===== src/rtl/cpu8_core.sv =====
// 8-bit accumulator CPU: 16x8 instruction ROM, 16x8 data RAM, Z/C flags.
// Each instruction takes three clocks: FETCH, DECODE, EXECUTE.
module cpu8_core (
  input  logic       clk,
  input  logic       rst,
  output logic [3:0] pc_o,
  output logic [7:0] acc_o,
  output logic       zf_o,
  output logic       cf_o,
  output logic [7:0] out_o,
  output logic       out_vld_o,
  output logic       halted_o
);

  localparam logic [1:0] S_FETCH  = 2'd0;
  localparam logic [1:0] S_DECODE = 2'd1;
  localparam logic [1:0] S_EXEC   = 2'd2;

  localparam logic [3:0] OP_LDI  = 4'h1;
  localparam logic [3:0] OP_LDA  = 4'h2;
  localparam logic [3:0] OP_STA  = 4'h3;
  localparam logic [3:0] OP_ADD  = 4'h4;
  localparam logic [3:0] OP_SUB  = 4'h5;
  localparam logic [3:0] OP_ADDI = 4'h6;
  localparam logic [3:0] OP_SUBI = 4'h7;
  localparam logic [3:0] OP_AND  = 4'h8;
  localparam logic [3:0] OP_OR   = 4'h9;
  localparam logic [3:0] OP_XOR  = 4'hA;
  localparam logic [3:0] OP_JMP  = 4'hB;
  localparam logic [3:0] OP_JZ   = 4'hC;
  localparam logic [3:0] OP_JC   = 4'hD;
  localparam logic [3:0] OP_OUT  = 4'hE;
  localparam logic [3:0] OP_HLT  = 4'hF;

  // Power-up program image; reset leaves it untouched so it can be reloaded externally.
  logic [7:0] r_rom [16] = '{8'h15, 8'h63, 8'hE0, 8'h32, 8'h71, 8'hC7, 8'hB4, 8'hE0,
                             8'hF0, 8'h00, 8'h00, 8'h00, 8'h00, 8'h00, 8'h00, 8'h00};
  logic [7:0] r_ram [16];

  logic [1:0] r_state;
  logic [3:0] r_pc;
  logic [7:0] r_ir;
  logic [7:0] r_acc;
  logic [7:0] r_out;
  logic       r_zf;
  logic       r_cf;
  logic       r_out_vld;
  logic       r_halted;

  logic [3:0] w_op;
  logic [3:0] w_imm;
  logic [7:0] w_operand;
  logic [8:0] w_alu;
  logic       w_acc_wr;
  logic       w_cf_wr;

  // Bit 8 carries the ADD carry-out or the SUB borrow (set when a < b).
  function automatic logic [8:0] alu_f(input logic [3:0] op, input logic [7:0] a,
                                       input logic [7:0] b);
    logic [8:0] r;
    case (op)
      OP_LDI, OP_LDA:  r = {1'b0, b};
      OP_ADD, OP_ADDI: r = {1'b0, a} + {1'b0, b};
      OP_SUB, OP_SUBI: r = {1'b0, a} - {1'b0, b};
      OP_AND:          r = {1'b0, a & b};
      OP_OR:           r = {1'b0, a | b};
      OP_XOR:          r = {1'b0, a ^ b};
      default:         r = {1'b0, a};
    endcase
    return r;
  endfunction

  assign w_op      = r_ir[7:4];
  assign w_imm     = r_ir[3:0];
  assign w_operand = (w_op inside {OP_LDI, OP_ADDI, OP_SUBI}) ? {4'h0, w_imm} : r_ram[w_imm];
  assign w_alu     = alu_f(w_op, r_acc, w_operand);
  assign w_acc_wr  = w_op inside {OP_LDI, OP_LDA, OP_ADD, OP_SUB, OP_ADDI, OP_SUBI,
                                  OP_AND, OP_OR, OP_XOR};
  assign w_cf_wr   = w_op inside {OP_ADD, OP_SUB, OP_ADDI, OP_SUBI};

  always_ff @(posedge clk) begin
    if (rst) begin
      r_state   <= S_FETCH;
      r_pc      <= 4'h0;
      r_ir      <= 8'h00;
      r_acc     <= 8'h00;
      r_out     <= 8'h00;
      r_zf      <= 1'b0;
      r_cf      <= 1'b0;
      r_out_vld <= 1'b0;
      r_halted  <= 1'b0;
      for (int i = 0; i < 16; i++) r_ram[i] <= 8'h00;
    end else begin
      r_out_vld <= 1'b0;
      if (!r_halted) begin
        case (r_state)
          S_FETCH: begin
            r_ir    <= r_rom[r_pc];
            r_pc    <= r_pc + 4'd1;
            r_state <= S_DECODE;
          end
          S_DECODE: r_state <= S_EXEC;
          S_EXEC: begin
            r_state <= S_FETCH;
            case (w_op)
              OP_STA: r_ram[w_imm] <= r_acc;
              OP_JMP: r_pc <= w_imm;
              OP_JZ:  if (r_zf) r_pc <= w_imm;
              OP_JC:  if (r_cf) r_pc <= w_imm;
              OP_OUT: begin
                r_out     <= r_acc;
                r_out_vld <= 1'b1;
              end
              OP_HLT: r_halted <= 1'b1;
              default: ;
            endcase
            if (w_acc_wr) begin
              r_acc <= w_alu[7:0];
              r_zf  <= (w_alu[7:0] == 8'h00);
            end
            if (w_cf_wr) r_cf <= w_alu[8];
          end
          default: r_state <= S_FETCH;
        endcase
      end
    end
  end

  assign pc_o      = r_pc;
  assign acc_o     = r_acc;
  assign zf_o      = r_zf;
  assign cf_o      = r_cf;
  assign out_o     = r_out;
  assign out_vld_o = r_out_vld;
  assign halted_o  = r_halted;

endmodule


===== config.mk =====
export PLATFORM = sky130hd
export DESIGN_NAME = cpu8_core
export DESIGN_NICKNAME = d
export VERILOG_FILES = /design/src/rtl/cpu8_core.sv
export SDC_FILE = /design/constraint.sdc
export NUM_CORES = 1
export LEC_CHECK = 0
export CORE_MARGIN = 2
export CORE_UTILIZATION = 61
export DETAILED_ROUTE_END_ITERATION = 10
export GPL_ROUTABILITY_DRIVEN = 1
export PLACE_DENSITY = 0.83
export REMOVE_ABC_BUFFERS = 1
export SYNTH_ARGS = -nofsm -noshare
export SYNTH_HDL_FRONTEND = slang
export SYNTH_SLANG_ARGS = --single-unit
export TNS_END_PERCENT = 50

===== constraint.sdc =====
create_clock -name clk -period 5.05 [get_ports clk]
set_clock_uncertainty 0.05 [all_clocks]
set_input_delay 1.515 -clock clk [delete_from_list [all_inputs] [get_ports clk]]
set_output_delay 1.515 -clock clk [all_outputs]
set_load 0.1 [all_outputs]

# --- Word level (Yosys, flattened, before mapping) ---
# Memories as Yosys holds them, arrays and structs flattened. A register that Yosys moved wholly into a read port is not among the register bits.
# Cells that the tools add are included.
classes:
  n_addsub: 3
  n_eq_ne: 20
  muxes: 21
  bitwise: 5
  n_reduce_logical: 16
op_table:
  columns: ["op", "n"]
  rows:
  - ["9-bit case mux with 6 select lines", 1]
  - ["4-bit equality test, second input constant", 8]
  - ["4-bit by 3-bit equality test with 1-bit output, second input constant", 4]
  - ["8-bit two-way mux", 2]
  - ["1-bit two-way mux", 12]
  - ["4-bit two-way mux", 3]
  - ["4-bit case mux with 3 select lines", 1]
  - ["8-bit by 8-bit adder with 9-bit output", 1]
  - ["3-bit AND reduction", 3]
  - ["9-bit nonzero test", 1]
  - ["8-bit by 8-bit subtractor with 9-bit output", 1]
  - ["8-bit bitwise AND", 1]
  - ["4-bit by 2-bit equality test with 1-bit output, second input constant", 2]
  - ["8-bit logical NOT", 1]
  - ["8-bit bitwise OR", 1]
  - ["4-bit case mux with 2 select lines", 1]
  - ["8-bit OR reduction", 1]
  - ["8-bit bitwise XOR", 1]
  - ["3-bit != test, second input constant", 2]
  - ["2-bit OR reduction", 3]
  - ["5-bit AND reduction", 1]
  - ["4-bit by 1-bit adder with 4-bit output, second input constant", 1]
  - ["4-bit by 1-bit equality test with 1-bit output, second input constant", 1]
  - ["4-bit by 1-bit != test with 1-bit output, second input constant", 1]
  - ["10 further kinds", 11]
totals:
  regBits: 34
  mem_bits_rw: 128
  mem_bits_ro: 112
  in_bits: 2
  out_inout_bits: 24
  elab_cells: 76
  memories: 2
memory_table:
  columns: ["memory", "words", "word_bits", "read_ports", "rd_ports_with_merged_regs", "wr", "line", "text"]
  rows:
  - ["r_ram", 16, 8, 1, 0, 16, "38", "logic [7:0] r_ram [16];"]
  - ["r_rom", 16, 7, 1, 1, 0, "36", "logic [7:0] r_rom [16] = '{8'h15, 8'h63, 8'hE0, 8'h32, 8'h71, 8'hC7, 8'hB4, 8'hE0,"]

# --- Depth between registers and ports, before layout ---
# Gate-level depths: netlist of the first run.
logic_depth:
  word_depth: 8
  mapped_depth: 17
  depth_no_buf: 15

# --- Least setup slack after synthesis of the first run ---
# OpenSTA, ideal clock, no wires.
synth_timing:
  kind: "flip-flop to flip-flop"
  from: "register r_acc[0], in the netlist acc_o[0]"
  to: "register r_zf, in the netlist zf_o"
  setup_ns: 0.059
  arrival_time_ns: 3.526
  required_time_ns: 4.941
  path_slack_ns: 1.415
  stages_incl_launch_ff: 10
  n_path_buf: 0
  period_less_slack_ns: 3.635
  path_cell_list: "dfxtp_1 > clkinv_1 > ha_1 > mux2_1 > o21ai_0 > o21ai_0 > mux2_2 > or4_1 > nor4_1 > a31o_1"
synth_between:
  elab_chain_len: 3
  elab_cells_between_ends: 7
  cone_classes: "add/sub (2); mux (1); bitwise (3); reduce/logical (1)"
synth_rtl:
  columns: ["item", "line", "text"]
  rows:
  - ["from (decl)", "43", "logic [7:0] r_acc;"]
  - ["from (signal assigned)", "118", "r_acc <= w_alu[7:0];"]
  - ["8-bit by 8-bit subtractor with 9-bit output, or another cell as far along", "64", "OP_SUB, OP_SUBI: r = {1'b0, a} - {1'b0, b};"]
  - ["9-bit case mux with 6 select lines *", "61", "case (op)"]
  - ["8-bit logical NOT *", "119", "r_zf <= (w_alu[7:0] == 8'h00);"]
  - ["to (signal assigned)", "119", null]
  - ["to (decl)", "45", "logic r_zf;"]
# Mark *: on every way between the ends. The rest lies on a longest branch, timed or not.
# A chain may end at the register's enable or synchronous reset.

# --- Worst setup path after layout of the first run ---
layout_timing:
  from: "register r_ir[5] (read register of r_rom)"
  to: "register r_zf, in the netlist zf_o"
layout_between:
  elab_chain_len: 6
  elab_cells_between_ends: 23
  cone_classes: "add/sub (2); eq/ne (9); mux (2); bitwise (3); reduce/logical (7)"
layout_rtl:
  columns: ["item", "line", "text"]
  rows:
  - ["from (decl)", "42", "logic [7:0] r_ir;"]
  - ["4-bit by 1-bit equality test with 1-bit output or 4-bit by 3-bit equality test with 1-bit output (tied branches)", "61, 75, 77", null]
  - ["3-bit nonzero test", "75", "assign w_operand = (w_op inside {OP_LDI, OP_ADDI, OP_SUBI}) ? {4'h0, w_imm} : r_ram[w_imm];"]
  - ["8-bit two-way mux", "75", null]
  - ["8-bit by 8-bit subtractor with 9-bit output, or another cell as far along", "64", null]
  - ["9-bit case mux with 6 select lines", "61", null]
  - ["8-bit logical NOT", "119", null]
# Parallel ways exist; a longest one is shown, timed or not.

==> metrics.md, run 1 <==
| Metric | Value |
|---|---|
| Antenna-violating nets left | 0 |
| CP required | roughly 5.3 ns |
| TritonRoute pass-1 iters | 5 |
| First-pass GRT wire length | between 20000 and 25000 µm |
| Final Hold Vio Count | 0 |
| Area grow syn2layout | 9.91% |
| Resized cells post-CTS | 0 |
| Register area | ~2600 µm² |
| Die area | between 10000 and 15000 µm² |
| Filler cell count | 706 |
| Highest metal used | met4 |
| Status | complete, no violations |
| Routed Wire Length | 14500 µm |
| Pint | 1.47 mW |
| Detailed Place HPWL | 10300 µm |
| NumNets Final | ~600 |
| Largest net degree at the start of global routing | 43 |
| Via count | 4535 |
| Sw Share | between 30% and 40% |
| CP cell instances | or4b_1, and2_1, a31o_1, ha_1, nand2_1, o21ai_0, inv_1, ha_1, nor2b_1, o31ai_1, a21oi_1, xor2_1, a2111oi_0, o2bb2ai_1, a31o_1 |
| Critical path class | flip-flop to flip-flop |
| Wire length on met3 | 990 µm |
| Via/cell ratio | 6.67 |
| Initial Util | 62.2% |
| Die width | 100 µm |
| Post-CTS Setup Repair Bufs | 0 |
| Core area | 9110 µm² |
| Net load switching power | 866 µW |
| Worst-margin pin slew | 1.09 ns |
| Die height | 100 µm |
| Seq pwr share | 39.7% |
| Placed Cells | between 600 and 700 |
| Final cell count without fillers | 680 |
| Share of layout cells above drive strength 1 | 9.49% |
| CTS tree | done |
| Max-Cap Viols | 0 |
| Clock Tree Buf Depth | 2 |
| Worst setup EP type | flip-flop |
| Crit-path max cell delay | 0.65 ns |
| Comb pwr share | 35.9% |
| Most frequent cells in the layout | edfxtp_1 (64), nor3_1 (57), nor2_1 (53) |
| Antenna violations before repair | 0 |
| Max Fanout on Critical Path | 12 |
| Tot GR Track Use | between 30 and 40% |
| Placed Instance Area | 6010 µm² |
| Period utilisation layout | 84.7% |
| Met1 WL | 5880 µm |
| TritonCTS Buffers | 9 |
| Worst setup SP type | flip-flop |
| GPL Wtd Cong | about 0.97 |
| Synth Flop Type | edfxtp_1 |
| Num ports | 26 |
| Leading cell type in the layout, fill and taps excluded | edfxtp_1 |
| Max VDD drop | roughly 0.18 mV |
| Sequential share of the synthesized area | 45.6% |
| Number of flops mapped to enable cells by yosys | 64 |
| Synth Area per Inst | 10.3 µm² |
| Synth unique cells | 65 |
| Post-DR wirelength/cell | 21.4 µm |
| Clock Latency Late Sink | roughly 0.36 ns |
| RSZ-0062 raised after global routing | no |
| Total gr overflow | 0 |
| Max Slew Vio Count | 0 |
| Root Buffer | clkbuf_8 |
| Buf/Inv on CP | 1 |
| Slew headroom | 27.4% |
| PD cells | 376 nW/µm² |
| Fmax | 0.234 GHz |
| Met2 WL | 7110 µm |
| Hold Path Class | flip-flop to flip-flop |
| Clock Sinks | between 90 and 100 |
| Min cycle time layout | about 4.3 ns |
| Top delay family on crit path | compound AO/OA/AOI/OAI gates |
| Number of port buffers | 25 |
| Setup violators final | 0 |
| Post-route cell area | 6230 µm² |
| Clock power frac | 24.3% |
| Synthesis-stage register bit count | 97 |
| Hold buffer count at cts | 0 |
| Row cnt | 35 |
| Synthesized cell area | 5670 µm² |
| Drt drc | 0 |
| Async SR Flop Fraction | 0% |
| Starting DRT DRC Count | 423 |
| Area of the multi-input gates | 2840 µm² |
| Clk slew on worst S/H paths | 0.10 ns |
| Htree depth | 3 |
| Setup_tns | 0 ns |
| Vias in the first global route | 4267 |
| Crit path max-delay cell type | or4b_1 |
| Arrival @ worst endpoint | 4.54 ns |
| YS warnings | 0 |
| Mapped Cells | 551 |
| Leakage | 2.22 nW |
| Antenna cell count | 0 |
-- cell usage after synthesis, drive strengths merged (6+ instances only) --
cell type	count	area share [%]
a21oi	19	1.7
nand3	6	0.53
clkbuf	27	1.8
buf	12	1.1
a31o	7	1.1
mux2	8	1.6
nor3	58	5.2
ha	32	7.1
mux4	11	4.8
nand2	30	2.0
nor2	54	3.7
inv	14	0.93
dfxtp	33	12
edfxtp	64	34
xnor2	8	1.2
clkinv	8	0.53
o21bai	7	0.93
nor4	19	2.1
a211oi	13	1.7
o21ai	16	1.4
mux2i	22	3.9
nor2b	15	1.7
-- sequential cells by signal (all words and copies together), names as in the netlist --
| signal | flops |
|---|---|
| out_o | 8 |
| zf_o | 1 |
| cf_o | 1 |
| pc_o | 4 |
| acc_o | 8 |
| r_ir | 7 |
| r_state | 2 |
| halted_o | 1 |
| r_ram | 64 |
| out_vld_o | 1 |
-- final timing paths --
kind / from / to / slack, ns / depth (start not counted)
setup reg to reg: r_ir[5] / zf_o / 0.77 / 15
hold / removal: out_o[1] / out_o[1] / 0.46 / 2
setup / recovery: r_ir[5] / zf_o / 0.77 / 15
hold reg to reg: out_o[1] / out_o[1] / 0.46 / 2
-- final cells by class --
class / count / area share, %
clock buffer: 10 / 2.05
clock inverter: 6 / 1.45
inverter: 22 / 1.33
multi-input combinational: 393 / 45.6
sequential: 97 / 41.5
tap: 111 / 2.23
timing repair buffer: 41 / 5.94
-- worst reg2reg max path, cell delays in order, from the launching register on --
cell       delay [ns]
dfxtp_1          0.47
or4b_1           0.65
and2_1           0.24
a31o_1           0.27
ha_1             0.31
nand2_1          0.05
o21ai_0          0.14
inv_1            0.08
ha_1             0.27
nor2b_1          0.14
o31ai_1          0.27
a21oi_1          0.16
xor2_1           0.16
a2111oi_0        0.61
o2bb2ai_1        0.20
a31o_1           0.17
-- cell families after synthesis --
| group | share of synthesized area [%] |
|---|---|
| xor+xnor | 1.70 |
| flops | 45.6 |
| fa+ha+maj | 7.42 |
| compound gates | 12.3 |
| buf+inv | 4.37 |
| mux | 10.2 |
| simple gates | 18.5 |
-- power by group through the flow --
stage	combinational (mW)	sequential, mW	clock, mW
finish	0.841	0.930	0.570
global route	0.906	0.936	0.602
CTS	0.822	0.930	0.572
detailed placement	0.815	0.948	0
global placement	0.798	0.945	0
floorplan	0.522	1.01	0
-- per-layer routing --
metal	track usage [%]	up-vias
met4	12.3	0
li1	-	2080
met1	39.4	2174
met2	50.2	237
met5	0	-
met3	4.53	44
-- through the flow --
stage          utilization (%)  total power [mW]  worst slack [ns]  hold slack, ns
2_1_floorplan                -              1.54             0.817           0.428
3_3_place_gp              66.0              1.74              1.01           0.423
3_5_place_dp              66.0              1.76             0.863           0.437
4_1_cts                   68.4              2.32             0.804           0.465
5_1_grt                   68.4              2.44             0.466           0.494
6_report                  68.4              2.34             0.774           0.459
Power figures use the tool's default switching activity.
==> inputs of run 2 (changes only) <==
- CORE_UTILIZATION: 61 -> 55
- PLACE_DENSITY: 0.83 -> 0.79
- clock period: 5.05 -> 3.9 ns (I/O delays scaled with it)
==> metrics.md, run 2 (synthesized netlist as in run 1, its figures left out) <==
| Metric | Value |
|---|---|
| Status | complete, no violations |
| Arrival @ worst endpoint | 4.02 ns (-0.52 ns) |
| Post-route cell area | 6390 µm² (+2.5%) |
| Worst setup EP type | flip-flop |
| Drt drc | 0 (unchanged) |
| Starting DRT DRC Count | 297 (-30%) |
| Max FFs per register | 64 (unchanged) |
| Clock Latency Late Sink | 0.38 ns (+0.02 ns) |
| NumNets Final | 622 (+3.8%) |
| Antenna violations before repair | 0 (unchanged) |
| Seq pwr share | 39.3% (-0.4 points) |
| Worst hold slack | 0.454 ns (-0.00527 ns) |
| Initial Util | 55.7% (-6.6 points) |
| Hold Path Class | flip-flop to flip-flop |
| Row cnt | 37 (+5.7%) |
| Antenna-violating nets left | 0 (unchanged) |
| Core area | 10200 µm² (+12%) |
| Leading cell type in the layout, fill and taps excluded | edfxtp_1 |
| Filler cell count | 835 (+18%) |
| Max Slew Vio Count | 0 (unchanged) |
| PD cells | 472 nW/µm² (+26%) |
| CP cell instances | mux4_2, o31ai_4, ha_1, nand2_1, o21ai_1, fa_1, nor2b_2, o21ai_0, a221oi_1, o21a_1, nand4_1, nor4_1, a31o_1 |
| Crit-path max cell delay | 0.55 ns (-0.10 ns) |
| Max Fanout on Critical Path | 8 (-4) |
| Clock Sinks | 97 (unchanged) |
| Max-Cap Viols | 0 (unchanged) |
| Sw Share | 38.9% (+1.9 points) |
| Detailed Place HPWL | 10400 µm (+0.77%) |
| Number of port buffers | 25 (unchanged) |
| RR Startpoint | r_ir[1] |
| Root Buffer | clkbuf_8 |
| Largest net degree at the start of global routing | 43 (unchanged) |
| HP Start | out_o[5] |
| Leakage | 2.37 nW (+6.6%) |
| CP required | 4.19 ns (-1.12 ns) |
| Post-DR wirelength/cell | 19.8 µm (-7.5%) |
| Num ports | 26 (unchanged) |
| Clock power frac | 22.2% (-2.1 points) |
| First-pass GRT wire length | 23300 µm (+1.7%) |
| RSZ-0062 raised after global routing | no |
| Period utilisation layout | 95.7% (+11 points) |
| Die area | 11100 µm² (+10%) |
| Pint | 1.84 mW (+25%) |
| Die width | 106 µm (+5.1%) |
| Final Hold Vio Count | 0 (unchanged) |
| Net load switching power | 1.17 mW (+35%) |
| Min cycle time layout | 3.73 ns (-0.542 ns) |
| Critical path class | flip-flop to flip-flop |
| Share of layout cells above drive strength 1 | 17.7% (+8.2 points) |
| Placed Instance Area | 6140 µm² (+2.1%) |
| Most frequent cells in the layout | edfxtp_1 (64), buf_4 (60), nor3_1 (57) |
| Crit path max-delay cell type | mux4_2 |
| Comb pwr share | 38.5% (+2.6 points) |
| TritonRoute pass-1 iters | 5 (unchanged) |
| Clk slew on worst S/H paths | 0.11 ns (about the same) |
| Via/cell ratio | 6.26 (-6.2%) |
| Die height | 106 µm (+5.1%) |
| GPL Wtd Cong | 0.966 (-0.75%) |
| Antenna cell count | 0 (unchanged) |
| Max VDD drop | 0.277 mV (+55%) |
| Hold path depth | 2 (unchanged) |
| Critical path origin | r_ir[1] |
| Setup violators final | 0 (unchanged) |
| Total gr overflow | 0 (unchanged) |
| Fmax | 0.268 GHz (+15%) |
| Core Util, Final | 62.7% (-5.7 points) |
| Htree depth | 3 (unchanged) |
| Clock Tree Buf Depth | 2 (unchanged) |
| Largest register by flop count | r_ram |
| R2R depth | 13 (-2) |
| Vias in the first global route | 4497 (+5.4%) |
| CTS tree | done |
| Worst-margin pin slew | 0.963 ns (-0.124 ns) |
| Via count | 4556 (+0.46%) |
| Worst setup SP type | flip-flop |
| TritonCTS Buffers | 9 (unchanged) |
| Area grow syn2layout | 12.7% |
| Routed Wire Length | 14400 µm (-0.96%) |
| Slew headroom | 35.6% (+8.2 points) |
| Tot GR Track Use | 26.8% (-3.2 points) |
-- run 2: layout make-up --
cell class | instances | area (µm²) | area share [%]
clock buffer | 9 | 124 | 1.94
tap | 136 | 170 | 2.66
timing repair buffer | 64 | 490 | 7.68
clock inverter | 7 | 73.8 | 1.16
multi-input combinational | 393 | 2860 | 44.8
sequential | 97 | 2590 | 40.5
inverter | 22 | 82.6 | 1.29
-- run 2: per-stage QoR --
stage / power, mW / TNS (ns) / std cells / setup WS, ns
after detailed placement: 2.30 / -0.118 / 709 / -0.110
after floorplan: 1.99 / -0.729 / 512 / -0.333
final: 3.01 / 0 / 728 / 0.166
after global routing: 3.17 / 0 / 728 / 0.0155
after CTS: 2.96 / 0 / 725 / 0.0373
after global placement: 2.27 / 0 / 709 / 0.0138
-- run 2: repair_timing --
item | in CTS | in global routing
gates resized for setup | 2 | 7
buffers inserted | 0 | 3
hold buffers | 0 | 0
pin swaps | 0 | 1
endpoints found under the setup margin | 2 | 4
-- run 2: final timing paths --
check | to | slack (ns)
min | out_o[5] | 0.45
max reg2reg | zf_o | 0.17
min reg2reg | out_o[5] | 0.45
max | zf_o | 0.17
-- run 2: layer usage --
metal	part of all wire, %	global-route usage, %
met5	0	0
met4	3.0	10.5
met3	6.6	4.39
met2	49	45.6
met1	41	34.4
-- run 2: power by group through the flow --
stage	registers, mW	clock network, mW	logic, mW
final	1.18	0.669	1.16
after global placement	1.20	0	1.07
after CTS	1.18	0.671	1.11
after global routing	1.19	0.716	1.26
after floorplan	1.31	0	0.676
after detailed placement	1.21	0	1.10
-- run 2: worst max-delay path: cells and delay by family (launching register included) --
family                   cells  cell delay (ns)
flip-flops                   1             0.42
multiplexers                 1             0.55
AND/OR/NAND/NOR              4             0.62
AO/OA/AOI/OAI                6             1.31
adder cells (fa/ha/maj)      2             0.75
